[config.mk]
export PLATFORM = sky130hd
export DESIGN_NAME = sm_run_ctrl
export DESIGN_NICKNAME = d
export VERILOG_FILES = /design/src/rtl/sm_run_ctrl_pkg.sv /design/src/rtl/sm_inst_ram.sv /design/src/rtl/sm_run_ctrl.sv
export SDC_FILE = /design/constraint.sdc
export NUM_CORES = 1
export LEC_CHECK = 0
export CORE_MARGIN = 1
export CORE_UTILIZATION = 50
export CTS_CLUSTER_SIZE = 25
export DETAILED_ROUTE_END_ITERATION = 8
export PLACE_DENSITY = 0.73
export SYNTH_ARGS = -nofsm -noshare
export SYNTH_HDL_FRONTEND = slang
export SYNTH_SLANG_ARGS = --single-unit
[constraint.sdc]
create_clock -name clk -period 5.23 [get_ports clk]
set_input_delay 1.3075 -clock clk [delete_from_list [all_inputs] [get_ports clk]]
set_output_delay 1.3075 -clock clk [all_outputs]
set_load 0.005 [all_outputs]
[src/rtl/sm_run_ctrl_pkg.sv]
// sm_run_ctrl_pkg: shared FSM states, command codes and instruction fields
package sm_run_ctrl_pkg;
  typedef enum logic [2:0] {S_IDLE = 3'd0, S_RUN = 3'd1, S_STEP = 3'd2, S_HALT = 3'd3, S_CLR = 3'd4} state_t;
  typedef enum logic [1:0] {CMD_RUN = 2'd0, CMD_STEP = 2'd1, CMD_HALT = 2'd2, CMD_CLR = 2'd3} cmd_t;
  localparam int INST_W = 12;
  localparam int OP_MSB = 11;
  localparam int OP_LSB = 8;
  localparam int VAL_MSB = 7;
  localparam int VAL_LSB = 0;
  localparam logic [3:0] OP_0 = 4'h0;
  localparam logic [3:0] OP_1 = 4'h1;
  localparam logic [3:0] OP_2 = 4'h2;
  localparam logic [3:0] OP_3 = 4'h3;
  localparam logic [3:0] OP_4 = 4'h4;
  localparam logic [3:0] OP_5 = 4'h5;
  localparam logic [3:0] OP_6 = 4'h6;
  localparam logic [3:0] OP_7 = 4'h7;
  localparam logic [3:0] OP_HALT = 4'hF;
  function automatic logic [3:0] inst_op(input logic [INST_W-1:0] i);
    return i[OP_MSB:OP_LSB];
  endfunction
endpackage

[src/rtl/sm_inst_ram.sv]
// sm_inst_ram: instruction store with one write port and an asynchronous read port
module sm_inst_ram
  import sm_run_ctrl_pkg::*;
#(
  parameter int DEPTH = 32,
  parameter int AW = 5
) (
  input  logic              clk,
  input  logic              we,
  input  logic [AW-1:0]     waddr,
  input  logic [INST_W-1:0] wdata,
  input  logic [AW-1:0]     raddr,
  output logic [INST_W-1:0] rdata
);
  logic [INST_W-1:0] r_mem [DEPTH];
  assign rdata = r_mem[raddr];
  // contents survive reset on purpose, so there is no reset branch
  always_ff @(posedge clk) begin
    if (we) r_mem[waddr] <= wdata;
  end
endmodule

[src/rtl/sm_run_ctrl.sv]
// sm_run_ctrl: run/step/halt/clear controller for a stack-machine core
module sm_run_ctrl
  import sm_run_ctrl_pkg::*;
#(
  parameter int INST_DEPTH = 32,
  parameter int CYC_W = 16
) (
  input  logic              clk,
  input  logic              rstN,
  input  logic              host_we,
  input  logic [4:0]        host_addr,
  input  logic [INST_W-1:0] host_wdata,
  output logic              wr_err,
  input  logic              cmd_valid,
  input  logic [1:0]        cmd,
  output logic              cmd_ready,
  input  logic              bp_en,
  input  logic [4:0]        bp_addr,
  input  logic [4:0]        core_pc,
  output logic [INST_W-1:0] inst_out,
  output logic              core_en,
  output logic              core_rstN,
  output logic [2:0]        state,
  output logic              halted,
  output logic [CYC_W-1:0]  cyc_cnt
);
  state_t           r_state;
  state_t           w_next;
  logic             r_clr;
  logic             r_wr_err;
  logic [CYC_W-1:0] r_cyc_cnt;
  logic             w_wr_ok;
  logic             w_stop;
  cmd_t             w_cmd;
  sm_inst_ram #(.DEPTH(INST_DEPTH), .AW(5)) u_ram (
    .clk  (clk),
    .we   (host_we && w_wr_ok),
    .waddr(host_addr),
    .wdata(host_wdata),
    .raddr(core_pc),
    .rdata(inst_out)
  );
  assign w_cmd     = cmd_t'(cmd);
  assign w_wr_ok   = r_state == S_IDLE || r_state == S_HALT;
  assign w_stop    = (bp_en && core_pc == bp_addr) || inst_op(inst_out) == OP_HALT;
  assign core_rstN = rstN && r_state != S_CLR;
  assign state     = r_state;
  assign halted    = r_state == S_HALT;
  assign wr_err    = r_wr_err;
  assign cyc_cnt   = r_cyc_cnt;
  // next state, command handshake and core enable
  always_comb begin
    w_next = r_state;
    cmd_ready = 1'b0;
    core_en = 1'b0;
    case (r_state)
      S_IDLE, S_HALT: begin
        cmd_ready = 1'b1;
        if (cmd_valid) w_next = w_cmd == CMD_RUN ? S_RUN : w_cmd == CMD_STEP ? S_STEP : w_cmd == CMD_CLR ? S_CLR : r_state;
      end
      S_RUN: begin
        cmd_ready = w_cmd == CMD_HALT;
        core_en = !w_stop;
        if (w_stop || (cmd_valid && w_cmd == CMD_HALT)) w_next = S_HALT;
      end
      S_STEP: begin
        core_en = 1'b1;
        w_next = S_HALT;
      end
      S_CLR: w_next = r_clr ? S_IDLE : S_CLR;
      default: w_next = S_IDLE;
    endcase
  end
  // state register, two-cycle clear timer, write-reject pulse and saturating cycle counter
  always_ff @(posedge clk or negedge rstN) begin
    if (!rstN) begin
      r_state <= S_IDLE;
      r_clr <= 1'b0;
      r_wr_err <= 1'b0;
      r_cyc_cnt <= '0;
    end else begin
      r_state <= w_next;
      r_clr <= r_state == S_CLR && !r_clr;
      r_wr_err <= host_we && !w_wr_ok;
      r_cyc_cnt <= r_state == S_CLR ? '0 : (core_en && !(&r_cyc_cnt)) ? r_cyc_cnt + 1'b1 : r_cyc_cnt;
    end
  end
endmodule
==> run metrics <==
mapped cell area about 16,000 sq um; Slew Viols, Final 0; Top Layer Used met4; Hold Crit Start r_clr; First DRT Iteration DRCs 908; antenna cells 0; met3 WL 2.66 mm; Syn Inst Count 744; Post-synth EDFFs 384; clock power share 40.1%; RSZ-0062 raised after global routing no; Resize count post-CTS 0; Synth top area share 71.3%; reg-to-reg slack, setup 2.15 ns; total gr overflow 0; Psw 1760 uW; die area about 33,000 sq um; status finished clean; clock period minus worst slack ~5 ns; vias in the first global route 8,228; CTS tree done; GP Congestion 0.781; Final Hold Viols 0; CP Max Fanout 12; critical path endpoint category primary output; Worst slew margin 19.4%; Gate power share 11.5%; syn_nets just under 800; P_leak 0.00611 uW; CP endpoint core_en; vias 7,962; Worst Path Required 3.92 ns; Crit path arrival time 3.79 ns; final setup vio count 0; share of post-route cells with drive strength above 1 29.0%; # IOs 70; WL met2 approximately 17 mm; Area growth syn-to-layout 17.5%; Avg WL per Cell 27.2 um; ys async rst share a little over 5%; final period utilization 97.6%; max cap viols 0; fmax 196 MHz; Vias/cell 6.16; initial antenna violation count 0; Seq/Total Area, Yosys 74.5%; Core Footprint 31,700 sq um; worst reg2reg path depth 5; Die H 182 um; Least-Margin Pin Slew 1.21 ns; worst vdd ir 244 uV; clock sink count 405; post-synth top area cell edfxtp_1; Pint ~6000 uW; Cell Pwr Density 409 nW/um^2; Crit Path Category in -> out; Non-Filler Instances around 1.3k; Hold Path Class reg -> reg; library cells used by synthesis between 40 and 50; Total GRT Usage 21.9%; Worst Skew slightly above 0.02 ns; Seq pwr share approximately half; Clk Latency, worst-skew pair 0.54 ns; reg2reg start state[1]; DRC violations left 0; Synth top cells by count 384 x edfxtp_1, 117 x mux4_2, 36 x nor2_1; TNS Setup 0 ns; total wire length 35.1 mm; DR pass1 iterations 5; Hold Crit Depth 1; clock root cell clkbuf_16; pin count of the biggest net entering global routing 38; # rows between 60 and 70; global-route wire length before repair 52.0 mm; Ys Warns 0; HPWL after DPL 21.0 mm; Initial Utilization 51.0%; Die Wd ~180 um; clk buf depth 3; # hold bufs at CTS 0; Mapped Avg Cell Area 21.7 sq um; setup bufs post-CTS 0; M1 WL 14.7 mm; most common cell in the netlist edfxtp_1; clock buffer count from CTS 41; number of synthesized register bits 405; Final Net Count 892; Antenna Nets Post-Route 0; Synth area leaders edfxtp_1 71%, mux4_2 16%, dfrtp_1 3.2%; IO Port Bufs 69; # placed instances 1,216; worst r2r dst u_ram.r_mem[21][11]; Setup crit start core_pc[1]; H-tree depth 2; clk slew on worst S/H paths 0.06 ns; type of element launching the critical path input pin; Post-synth top flop edfxtp_1; Switching Share 22.7%
[registers in the layout, summed over array words and instances, names as in the netlist]
register	flops
r_clr	1
state	3
cyc_cnt	16
wr_err	1
u_ram.r_mem	384
[how the worst min path moves through the flow]
stage	end
finish	r_clr
CTS	r_clr
detailed placement	r_clr
global route	r_clr
global placement	r_clr
floorplan	r_clr
[cells in the final DEF (no fill, tap or decap), types with 5 or more instances in the layout]
cell	count
edfxtp_1	384
mux4_2	117
clkdlybuf4s50_1	66
clkbuf_16	43
buf_4	33
nand2_1	30
nor2_1	22
dfrtp_1	21
mux2i_1	16
nand2b_1	14
nor2_2	14
inv_1	8
mux2_2	8
bufinv_16	8
clkbuf_1	8
nand3_1	7
clkinv_1	7
a211oi_2	6
buf_12	6
clkinv_2	5
[routing by layer]
metal	GRT usage, %	vias up
met5	0.593	-
met4	7.26	0
met3	4.21	80
met2	34.6	326
met1	30.9	4223
li1	-	3333
[critical path: stages]
cell             delay, ns
buf_4                 0.21
buf_12                0.19
mux4_1                0.54
mux4_2                0.49
mux2i_2               0.29
o41ai_4               0.15
nand2_1               0.09
clkdlybuf4s50_1       0.52
[power by group through the flow]
| stage | clock, uW | combinational [uW] | sequential (uW) |
|---|---|---|---|
| finish | 3120 | 892 | 3770 |
| global route | 3280 | 966 | 3780 |
| floorplan | 0 | 477 | 3810 |
| detailed placement | 0 | 893 | 3830 |
| global placement | 0 | 878 | 3830 |
| CTS | 3150 | 900 | 3770 |
[area by class of cell]
class,count,area (sq um)
fill,2230,12700
sequential,405,12100
multi-input combinational,295,3940
clock buffer,51,1110
timing repair buffer,106,1030
tap,402,503
clock inverter,25,330
inverter,8,30.0
[metrics by stage]
stage	total power [uW]	setup WS (ns)	hold WS (ns)	area [sq um]	utilization, %
3_3_place_gp	4710	0.125	0.401	17600	55.4
4_1_cts	7820	0.0954	0.408	19000	59.9
3_5_place_dp	4730	0.0936	0.399	17600	55.4
5_1_grt	8020	0.0231	0.441	19000	59.9
2_1_floorplan	4290	0.268	0.390	16200	-
6_report	7780	0.128	0.411	19000	59.9
[cell families (layout without fill, tap and decap cells)]
logic type | Yosys count | in the layout | share of synthesized area (%)
DFF | 405 | 405 | 74.5
adders and majority gates | 1 | 1 | 0.0774
xor gates and xnor gates | 5 | 5 | 0.271
buffers and inverters | 44 | 190 | 1.37
muxes | 147 | 147 | 18.6
AOI/OAI and AO/OA | 29 | 29 | 1.77
and+or+nand+nor | 113 | 113 | 3.38
No activity file was read; power rests on OpenSTA's default activity.
